==> src/rtl/multi_rate_tick_gen.sv <==
// Multi-rate tick generator: NUM_CH independent programmable dividers, each
// producing a one-cycle tick and a square wave that toggles on every tick.
module multi_rate_tick_gen #(
  parameter int CNT_W = 27,
  parameter int NUM_CH = 3,
  parameter logic [NUM_CH*CNT_W-1:0] DIV_INIT = {27'd100000, 27'd50000000, 27'd100000000},
  localparam int CH_W = (NUM_CH > 1) ? $clog2(NUM_CH) : 1
) (
  input  logic              clk,
  input  logic              rst,
  input  logic              start,
  input  logic              clear,
  input  logic              cfg_we,
  input  logic [CH_W-1:0]   cfg_ch,
  input  logic [CNT_W-1:0]  cfg_div,
  output logic [NUM_CH-1:0] tick,
  output logic [NUM_CH-1:0] sq,
  output logic              cfg_err
);

  // One extra bit so the range check stays meaningful when NUM_CH is a power of two.
  localparam logic [CH_W:0] NUM_CH_V = (CH_W+1)'(NUM_CH);

  logic cfg_in_range;
  logic cfg_valid;

  assign cfg_in_range = ({1'b0, cfg_ch} < NUM_CH_V);
  assign cfg_valid    = cfg_we && cfg_in_range;

  always_ff @(posedge clk) begin
    if (!rst) begin
      cfg_err <= 1'b0;
    end else begin
      cfg_err <= cfg_we && !cfg_in_range;
    end
  end

  for (genvar i = 0; i < NUM_CH; i++) begin : g_ch
    logic [CNT_W-1:0] div_q;
    logic [CNT_W-1:0] cnt_q;
    logic             tick_q;
    logic             sq_q;
    logic             wr_hit;
    logic             terminal;
    logic             enabled;

    assign wr_hit   = cfg_valid && (cfg_ch == CH_W'(i));
    assign enabled  = (div_q != '0);
    assign terminal = (cnt_q == div_q - CNT_W'(1));

    // Priority: reset, then clear, then a write to this channel, then counting.
    // A coincident clear still lets the divisor write land; only the restart is subsumed.
    always_ff @(posedge clk) begin
      if (!rst) begin
        div_q  <= DIV_INIT[i*CNT_W +: CNT_W];
        cnt_q  <= '0;
        tick_q <= 1'b0;
        sq_q   <= 1'b0;
      end else begin
        if (wr_hit) begin
          div_q <= cfg_div;
        end
        if (clear) begin
          cnt_q  <= '0;
          tick_q <= 1'b0;
          sq_q   <= 1'b0;
        end else if (wr_hit) begin
          cnt_q  <= '0;
          tick_q <= 1'b0;
        end else if (start && enabled) begin
          if (terminal) begin
            cnt_q  <= '0;
            tick_q <= 1'b1;
            sq_q   <= ~sq_q;
          end else begin
            cnt_q  <= cnt_q + CNT_W'(1);
            tick_q <= 1'b0;
          end
        end else begin
          tick_q <= 1'b0;
          if (!enabled) begin
            cnt_q <= '0;
          end
        end
      end
    end

    assign tick[i] = tick_q;
    assign sq[i]   = sq_q;
  end

endmodule

==> config.mk <==
export PLATFORM = sky130hd
export DESIGN_NAME = multi_rate_tick_gen
export DESIGN_NICKNAME = d
export VERILOG_FILES = /design/src/rtl/multi_rate_tick_gen.sv
export SDC_FILE = /design/constraint.sdc
export NUM_CORES = 1
export LEC_CHECK = 0
export ABC_AREA = 1
export CORE_ASPECT_RATIO = 1.4
export CORE_MARGIN = 2
export CORE_UTILIZATION = 28
export CTS_BUF_LIST = sky130_fd_sc_hd__clkbuf_4
export DETAILED_ROUTE_END_ITERATION = 12
export GPL_ROUTABILITY_DRIVEN = 1
export PLACE_DENSITY = 0.48
export SYNTH_ARGS = -nofsm -noshare
export SYNTH_HDL_FRONTEND = slang
export SYNTH_SLANG_ARGS = --single-unit
export TNS_END_PERCENT = 50
==> constraint.sdc <==
create_clock -name clk -period 2.3 [get_ports clk]
set_input_delay 0.23 -clock clk [delete_from_list [all_inputs] [get_ports clk]]
set_output_delay 0.23 -clock clk [all_outputs]
set_load 0.02 [all_outputs]
==> results of run 1 <==
cells in the mapped netlist:
master	instances	area share, %
clkbuf_1	54	1.6
inv_1	236	7.1
a31oi_2	3	0.30
dfxtp_1	169	27
or2_2	1	0.050
nor2_2	34	1.7
buf_2	7	0.28
nand3_2	22	1.8
nor3_2	2	0.16
nor4_2	2	0.20
nor3_1	26	1.0
xnor2_1	44	3.1
a21oi_1	117	4.7
nand3b_1	22	1.3
buf_1	1	0.030
clkbuf_2	4	0.16
xor2_1	84	5.9
nor4_1	5	0.25
ha_1	6	0.60
buf_4	8	0.48
nand4_1	44	2.2
buf_12	2	0.32
nand2_1	564	17
nand2_4	4	0.36
o21bai_2	1	0.090
inv_2	5	0.15
o211ai_1	15	0.90
nor2_1	223	6.7
clkinv_1	3	0.090
o21ai_0	77	3.1
nand3_1	170	6.8
o21ai_1	6	0.24
a21o_1	1	0.060
o21bai_1	5	0.30
o21ai_2	1	0.070
xnor3_1	1	0.18
buf_6	4	0.36
nor2_8	2	0.32
nor2_4	9	0.81
a21oi_2	20	1.4
and2_1	2	0.10
nand2_2	13	0.65
metal layers:
layer  up-vias  routed length (um)
met5         -                   0
met1      6028               18230
li1       6710                   -
met3        73                 956
met2       199               22130
met4         0                1708
registers in the layout (all words and copies together), names as in the netlist:
name,cells
g_ch.cnt_q,81
g_ch.div_q,81
g_ch.sq_q,3
g_ch.tick_q,3
cfg_err,1
path summary, 6_finish.rpt:
| path | end | slack (ns) | startpoint |
|---|---|---|---|
| max | g_ch[0].cnt_q[0] | 0.06 | g_ch[0].div_q[14] |
| min | g_ch[0].div_q[8] | 0.06 | rst |
| max reg2reg | g_ch[0].cnt_q[0] | 0.06 | g_ch[0].div_q[14] |
| min reg2reg | g_ch[1].div_q[16] | 0.50 | g_ch[1].div_q[16] |
cell families (layout without fill, tap and decap cells):
logic type,Yosys count,in the layout,synth area share [%]
AOI/OAI and AO/OA,246,246,11.14
buffers and inverters,324,471,10.59
other,0,2,0
DFF,169,169,27.09
xor gates and xnor gates,129,129,9.158
adders and majority gates,6,6,0.6012
and+or+nand+nor,1145,1150,41.41
where the power goes:
| group | switching [mW] | leakage [nW] | internal, mW |
|---|---|---|---|
| clock | 1.23 | 0.154 | 0.665 |
| sequential | 0.114 | 1.38 | 3.01 |
| combinational | 0.852 | 4.85 | 0.529 |
| total | 2.20 | 6.39 | 4.20 |
stage by stage:
| step | power [mW] | hold WS [ns] |
|---|---|---|
| 3_3_place_gp | 4.388 | 0.4781 |
| 4_1_cts | 6.346 | 0.02525 |
| 2_1_floorplan | 3.882 | 0.3563 |
| 5_1_grt | 6.748 | 0.07079 |
| 6_report | 6.400 | 0.05770 |
| 3_5_place_dp | 4.395 | 0.4792 |
final cells by class:
cell class	instances	area, um^2
repair buffers	195	1737
multi-input cells	1531	8564
clock buffers	18	135.1
diodes	2	5.005
fillers	4725	28400
inverters	244	918.4
flip-flops and latches	169	3452
well taps	558	698.2
clock inverters	14	148.9
worst register-to-register path: cells and delay by family, from the launching register on:
| kind | cells | cell delay [ns] |
|---|---|---|
| buffers and inverters | 1 | 0.19 |
| and+or+nand+nor | 11 | 1.33 |
| DFF | 1 | 0.38 |
| AOI/OAI and AO/OA | 1 | 0.06 |
| xor gates and xnor gates | 1 | 0.16 |
what timing repair did:
| action | 4_1_cts | 5_1_grt |
|---|---|---|
| cloned | 2 | 6 |
| buffers inserted | 0 | 25 |
| pin swaps | 4 | 64 |
| endpoints found under the setup margin | 84 | 86 |
| resized for setup | 23 | 226 |
==> flow_summary.ini, run 1 <==
[outcome]
status = completed

[yosys]
synthCells = 2019
yosysUniqueCellTypes = 42
yosysSeqAreaShare_pct = 27.09
syn_nets = 2059
synth_seq_cells = 169
yosysWarnings = 0
avgSynthCellArea_um2 = 6.185
synth.cell_area_um2 = 12490

[grt]
use_met1_pct = 20.93
grt_busiest_layer = met2
grt_pass1_wl_um = 65990
antenna_found_initial = 2
globalRouteTotalUtil_pct = 18.26
grtUsageMet3_pct = 2.250
use_met2_pct = 33.84
grt_overflow_total = 0
grt_max_degree = 73
grt_pass1_vias = 12560

[min_path]
min_path_type = in2reg
worstHoldPathCells = 4

[sta]
fmax_mhz = 446.9
relSlewSlack_pct = 42.37
setup_viol = 0
worstMarginPinSlew_ns = 0.8635
clock_skew_ns = 0.04443
finalCriticalPeriod_ns = 2.238
post-route-period-util_pct = 97.29
hold_viol_final = 0
rsz0062_at_grt = true
worst_slack_ns = 0.06230
fin_tns_setup_ns = 0
maxSlewViolCount = 0

[final_layout]
final_common_cell = nand2_1
mostFrequentLayoutCells = nand2_1, inv_1, nor2_1
final_layout_size_suffix_gt1_share_pct = 22.11
nets = 2198
synthToLayoutAreaGrowth_pct = 25.40
final_core_util_pct = 35.54
design_area_um2 = 15660
stdcell_count = 2731

[place]
dp_slack_ns = -0.1409
placedInstanceArea_um2 = 14230
place_inst = 2665
place_hpwl_um = 32990
gp_congestion = 0.9057
io_buffers = 40

[worst_setup_path]
crit_slowest_cell = dfxtp_2
cp_max_fo = 5
path_class = reg2reg
arrival_ns = 2.80
crit_buf_inv = 1
crit_path_start_kind = flip-flop
crit_top_cell = nor2_1
path_cells = nor2_1, nand2_1, nor2_4, nand2_2, xor2_1, nor2_1, nand2_2, nor2_1, nand2_1, nor2_4, nand2_4, clkbuf_16, nand2_4, a21oi_2
rr_worst_depth = 14
max_stage_delay_ns = 0.38
end_kind = flip-flop
required_ns = 2.86
crit_cells = 14
cp_top_family = simple AND/OR/NAND/NOR gates

[clocking]
cts_sinks = 169
root_buffer = clkbuf_4
ctsHoldBuffers = 0
h-tree-depth = 4
cts_tree = built
cts.path.max_buffers = 2
clk_latency_ns = 0.68
numCtsBuffers = 17
path_clk_slew_ns = 0.17

[detailed_routing]
route.vias.total = 13010
ant_nets = 0
first_pass_iters = 6
viasPerCell = 4.764
wire_per_inst_um = 15.75
wl_um = 43030
drcViolationCount = 0
drt_iter0_markers = 704

[power]
leakage_nw = 6.387
cellPowerDensity_nw_per_um2 = 408.7
vdd_drop_max_v = 0.0002987

[job]
cap_viol_max_count = 0

[die]
rows = 91
start_util_pct = 28.34
core_area_um2 = 44060
die-area_um2 = 46330
io_pins = 41
chipHeight_um = 253.9
die_w_um = 182.5
(Power assumes the default switching activity.)
==> run 2: changes to the inputs <==
--- a/config.mk
+++ b/config.mk
@@ -6,13 +6,14 @@
 export NUM_CORES = 1
 export LEC_CHECK = 0
 export ABC_AREA = 1
+export CAP_MARGIN = 20
 export CORE_ASPECT_RATIO = 1.4
-export CORE_MARGIN = 2
 export CORE_UTILIZATION = 28
 export CTS_BUF_LIST = sky130_fd_sc_hd__clkbuf_4
 export DETAILED_ROUTE_END_ITERATION = 12
 export GPL_ROUTABILITY_DRIVEN = 1
 export PLACE_DENSITY = 0.48
+export SKIP_LAST_GASP = 1
 export SYNTH_ARGS = -nofsm -noshare
 export SYNTH_HDL_FRONTEND = slang
 export SYNTH_SLANG_ARGS = --single-unit
==> run 2 against run 1 <==
Global-route usage up 0.62 points. Setup slack got worse by 0.017 ns. Sequential cell count did not move. Count of clock-buffer cells in the layout shrank 1. Fmax down 0.74%. Combinational power rose by 4%. Cell area grew 1.4%. Critical path depth up 2. Non-clock buffer count is 14 higher. Via count up 1.3%. Cell count up 0.51%. Power grew 5.5%. Critical endpoint is now g_ch[1].cnt_q[1]. Largest power group unchanged.
==> flow_summary.ini, run 2 (same netlist as run 1, synthesis figures left out) <==
[outcome]
status = completed

[final_layout]
stdcell_count = 2745
synthToLayoutAreaGrowth_pct = 27.21
final_core_util_pct = 36.05
top_regs = g_ch.cnt_q: 81 flops, g_ch.div_q: 81 flops
final_common_cell = nand2_1
multiInputGateArea_um2 = 8579
nets = 2213
design_area_um2 = 15890
regArea_um2 = 3455
final_layout_size_suffix_gt1_share_pct = 22.74
mostFrequentLayoutCells = nand2_1, inv_1, nor2_1
nFillCells = 4710

[sta]
hold_viol_final = 0
setup_viol = 0
holdWs_ns = 0.08371
post-route-period-util_pct = 98.02
relSlewSlack_pct = 43.10
finalCriticalPeriod_ns = 2.254
clock_skew_ns = 0.03064
fmax_mhz = 443.6
fin_tns_setup_ns = 0
rsz0062_at_grt = true
maxSlewViolCount = 0
worst_slack_ns = 0.04552
worstMarginPinSlew_ns = 0.8525

[power]
p_sw_mw = 2.293
vdd_drop_max_v = 0.0002308
leakage_nw = 6.545
p_comb_share_pct = 21.3
finalPower_mw = 6.755
p_seq_share_pct = 46.2
p_int_mw = 4.462
pwr-share-clk_pct = 32.5
p_sw_share_pct = 33.94
cellPowerDensity_nw_per_um2 = 425.2

[worst_setup_path]
crit_slowest_cell = dfxtp_2
crit_top_cell = nand2_1
path_class = reg2reg
required_ns = 2.84
crit_buf_inv = 2
max_stage_delay_ns = 0.38
end_kind = flip-flop
rr_worst_depth = 16
cp_max_fo = 7
crit_cells = 16
crit_path_start_kind = flip-flop
path_cells = nor2_4, nand2_2, buf_4, nor2_2, nand3_1, nand2_1, nand2_1, nand2_1, nand2_1, nor2_1, nand2_1, nor2_4, buf_4, nand2_4, nand3_1, a21oi_1
arrival_ns = 2.80
cp_top_family = simple AND/OR/NAND/NOR gates

[clocking]
cts_sinks = 169
h-tree-depth = 4
cts.path.max_buffers = 2
ctsHoldBuffers = 0
root_buffer = clkbuf_4
path_clk_slew_ns = 0.17
numCtsBuffers = 17
cts_tree = built
clk_latency_ns = 0.66

[place]
io_buffers = 40
place_inst = 2681
placedInstanceArea_um2 = 14390
dp_slack_ns = -0.1613
gp_congestion = 0.8801
place_hpwl_um = 33560

[die]
core_area_um2 = 44060
die-area_um2 = 45460
io_pins = 41
chipHeight_um = 251.9
rows = 91
start_util_pct = 28.34
die_w_um = 180.5

[detailed_routing]
drcViolationCount = 0
route.vias.total = 13170
viasPerCell = 4.799
ant_nets = 0
first_pass_iters = 5
wl_um = 43910
drt_iter0_markers = 685
wire_per_inst_um = 15.99

[grt]
grt_pass1_vias = 12530
grt_max_degree = 73
grt_overflow_total = 0
globalRouteTotalUtil_pct = 18.88
antenna_found_initial = 2
grt_pass1_wl_um = 67080

[job]
cap_viol_max_count = 0

[min_path]
min_path_type = in2reg
worstHoldPathCells = 3
run 2: power by group through the flow:
stage | Clock (mW) | Sequential (mW) | Combinational [mW]
finish | 2.20 | 3.12 | 1.44
global route | 2.39 | 3.14 | 1.58
CTS | 2.29 | 3.10 | 1.27
detailed placement | 0 | 3.17 | 1.25
global placement | 0 | 3.17 | 1.24
floorplan | 0 | 3.14 | 0.744
run 2: final timing paths:
check / from / endpoint / slack, ns
setup / recovery: g_ch[1].div_q[3] / g_ch[1].cnt_q[1] / 0.05
hold / removal: rst / cfg_err / 0.08
setup reg to reg: g_ch[1].div_q[3] / g_ch[1].cnt_q[1] / 0.05
hold reg to reg: g_ch[2].div_q[1] / g_ch[2].div_q[1] / 0.50
run 2: layout make-up:
cell class,instances,area share (%)
flip-flops and latches,169,21.75
multi-input cells,1532,54.01
diodes,1,0.01575
well taps,558,4.395
repair buffers,209,11.89
clock buffers,17,0.8034
inverters,244,5.813
clock inverters,15,1.331
run 2: what timing repair did:
action | 4_1_cts | 5_1_grt
setup endpoints to repair | 84 | 87
gates cloned | 1 | 6
gates resized for setup | 15 | 236
buffers inserted | 0 | 25
pin swaps | 4 | 57
endpoints found under the hold margin | 0 | 0
run 2: worst min-delay path: stages:
cell	delay, ns
buf_2	0.09
inv_1	0.17
nor3_1	0.22
run 2: metal layers:
| layer | routed length, um | vias to the layer above | GRT usage [%] |
|---|---|---|---|
| met5 | 9 | - | 0 |
| met4 | 1330 | 2 | 8.107 |
| met3 | 830 | 66 | 1.833 |
| met2 | 23180 | 180 | 35.59 |
| met1 | 18560 | 6178 | 21.43 |
| li1 | - | 6748 | - |
==> run 3: changes to the inputs <==
--- a/config.mk
+++ b/config.mk
@@ -6,14 +6,13 @@
 export NUM_CORES = 1
 export LEC_CHECK = 0
 export ABC_AREA = 1
-export CAP_MARGIN = 20
 export CORE_ASPECT_RATIO = 1.4
 export CORE_UTILIZATION = 28
 export CTS_BUF_LIST = sky130_fd_sc_hd__clkbuf_4
 export DETAILED_ROUTE_END_ITERATION = 12
 export GPL_ROUTABILITY_DRIVEN = 1
 export PLACE_DENSITY = 0.48
-export SKIP_LAST_GASP = 1
+export REMOVE_ABC_BUFFERS = 1
 export SYNTH_ARGS = -nofsm -noshare
 export SYNTH_HDL_FRONTEND = slang
 export SYNTH_SLANG_ARGS = --single-unit
==> run 3 against run 2 <==
Critical path depth is 1 higher. Critical path type unchanged. Count of clock-buffer cells in the layout stayed put. Highest routed layer is now met4. Critical endpoint is now g_ch[0].cnt_q[0]. Power is 5.5% lower. Hold slack better by 0.024 ns. Global-route usage is 0.058 points lower.
==> flow_summary.ini, run 3 (same netlist as run 1, synthesis figures left out) <==
[worst_setup_path]
crit_slowest_cell = dfxtp_4
r2r_slack_ns = 0.03
required_ns = 2.85
cp_max_fo = 6
reg2reg_from = g_ch[0].div_q[2]
crit_top_cell = nand2_1
crit_path_start_kind = flip-flop
arrival_ns = 2.82
crit_buf_inv = 3
cp_top_family = simple AND/OR/NAND/NOR gates
max_stage_delay_ns = 0.38
path_cells = buf_4, nor2_4, nand2_4, nor2_4, buf_6, nand3_1, nand2_1, nand2_1, nand2_1, nand2_1, nor2_1, nand2_1, nor2_4, nand2_4, clkbuf_16, nand2_2, a21oi_2
path_class = reg2reg
r2r-end = g_ch[0].cnt_q[0]
rr_worst_depth = 17
end_kind = flip-flop

[detailed_routing]
wire_per_inst_um = 15.89
ant_nets = 0
route.vias.total = 12940
drcViolationCount = 0
drt_iter0_markers = 631
first_pass_iters = 8
viasPerCell = 4.771
wl_um = 43110

[die]
die_w_um = 180.5
die-area_um2 = 45460
start_util_pct = 28.34
rows = 91
io_pins = 41
core_area_um2 = 44060
chipHeight_um = 251.9

[sta]
post-route-period-util_pct = 98.61
clock_skew_ns = 0.05007
worstMarginPinSlew_ns = 0.8082
hold_viol_final = 0
fmax_mhz = 440.9
relSlewSlack_pct = 46.06
holdWs_ns = 0.1080
finalCriticalPeriod_ns = 2.268
setup_viol = 0
rsz0062_at_grt = true
maxSlewViolCount = 0
fin_tns_setup_ns = 0

[final_layout]
synthToLayoutAreaGrowth_pct = 24.48
final_core_util_pct = 35.28
design_area_um2 = 15540
mostFrequentLayoutCells = nand2_1, inv_1, nor2_1
final_common_cell = nand2_1
nets = 2181
top_regs = g_ch.cnt_q: 81 flops, g_ch.div_q: 81 flops
final_layout_size_suffix_gt1_share_pct = 21.31
stdcell_count = 2713

[place]
place_inst = 2655
io_buffers = 40
placedInstanceArea_um2 = 14160
place_hpwl_um = 33270
gp_congestion = 0.9159

[clocking]
cts_tree = built
path_clk_slew_ns = 0.18
clk_latency_ns = 0.69
cts.path.max_buffers = 2
numCtsBuffers = 17
h-tree-depth = 4
ctsHoldBuffers = 0
root_buffer = clkbuf_4
cts_sinks = 169

[power]
p_sw_share_pct = 36.87
p_seq_share_pct = 49.0
p_int_mw = 4.030
p_comb_share_pct = 21.4
p_sw_mw = 2.354
leakage_nw = 6.282
pwr-share-clk_pct = 29.6
cellPowerDensity_nw_per_um2 = 410.7
vdd_drop_max_v = 0.0003213

[grt]
grt_overflow_total = 0
globalRouteTotalUtil_pct = 18.82
grt_max_degree = 73
antenna_found_initial = 1
grt_pass1_vias = 12490
grt_pass1_wl_um = 66470

[min_path]
min-delay-start = rst
min_to = g_ch[0].div_q[8]
worstHoldPathCells = 4
min_path_type = in2reg

[outcome]
status = completed

[job]
cap_viol_max_count = 0
[run 3: cell types whose count changed in the layout (fill, tap and decap cells not counted), moves of 7 or more]
cell | previous run | this run
a21oi_1 | 116 | 107
a21oi_2 | 21 | 30
buf_4 | 148 | 121
nand2_1 | 538 | 545
nand2_2 | 32 | 25
nand3_2 | 27 | 39
nor2_1 | 159 | 178
nor2_2 | 61 | 41
[run 3: timing repair]
action                     CTS  global route
pin swaps                    3            74
setup endpoints to repair   83            87
buffers inserted             1            19
cloned                       1             5
resized for setup           21           218
[run 3: power by group through the flow]
stage                     sequential [mW]  combinational, mW  clock (mW)
final                                3.13               1.37        1.89
after global routing                 3.14               1.52        2.07
after CTS                            3.11               1.25        1.98
after detailed placement             3.17               1.22           0
after global placement               3.17               1.21           0
after floorplan                      3.14              0.713           0
[run 3: per-stage QoR]
| step | power (mW) | worst slack, ns |
|---|---|---|
| after global routing | 6.727 | -0.09666 |
| after global placement | 4.383 | -0.1530 |
| after CTS | 6.343 | 0.001437 |
| final | 6.384 | 0.03186 |
| after detailed placement | 4.389 | -0.1675 |
| after floorplan | 3.852 | -1.047 |
[run 3: worst max-delay path by stage]
| stage | cells past startpoint | start | endpoint | slack (ns) |
|---|---|---|---|---|
| 2_1_floorplan | 6 | cfg_ch[1] | g_ch[0].cnt_q[0] | -1.05 |
| 3_3_place_gp | 15 | g_ch[1].div_q[0] | g_ch[1].sq_q | -0.15 |
| 3_5_place_dp | 17 | g_ch[1].div_q[0] | g_ch[1].sq_q | -0.17 |
| 4_1_cts | 15 | g_ch[1].div_q[1] | g_ch[1].cnt_q[2] | 0.001 |
| 5_1_grt | 14 | g_ch[0].div_q[8] | g_ch[0].cnt_q[0] | -0.1 |
| 6_report | 17 | g_ch[0].div_q[2] | g_ch[0].cnt_q[0] | 0.03 |
[run 3: area by class of cell]
type                       instances  area, um^2
multi-input combinational       1531        8588
antenna                            1       2.502
sequential                       169        3452
fill                            4770       28520
inverter                         244       918.4
clock inverter                    15       160.2
timing repair buffer             178        1597
clock buffer                      17       127.6
tap                              558       698.2
[run 3: routing by layer]
layer | global-route usage, % | share of wire (%) | vias to the layer above
met2 | 35.71 | 53 | 205
met3 | 2.107 | 2.2 | 89
met5 | 0 | 0 | -
met1 | 20.46 | 40 | 5972
li1 | - | - | 6678
met4 | 9.597 | 4.3 | 0
[run 3: worst reg2reg max path: stages (launching register included)]
cell and delay, ns:
dfxtp_4 0.38, buf_4 0.14, nor2_4 0.12, nand2_4 0.09, nor2_4 0.12, buf_6 0.13, nand3_1 0.11, nand2_1 0.10
nand2_1 0.05, nand2_1 0.05, nand2_1 0.04, nor2_1 0.13, nand2_1 0.11, nor2_4 0.16, nand2_4 0.12, clkbuf_16 0.19
nand2_2 0.06, a21oi_2 0.04
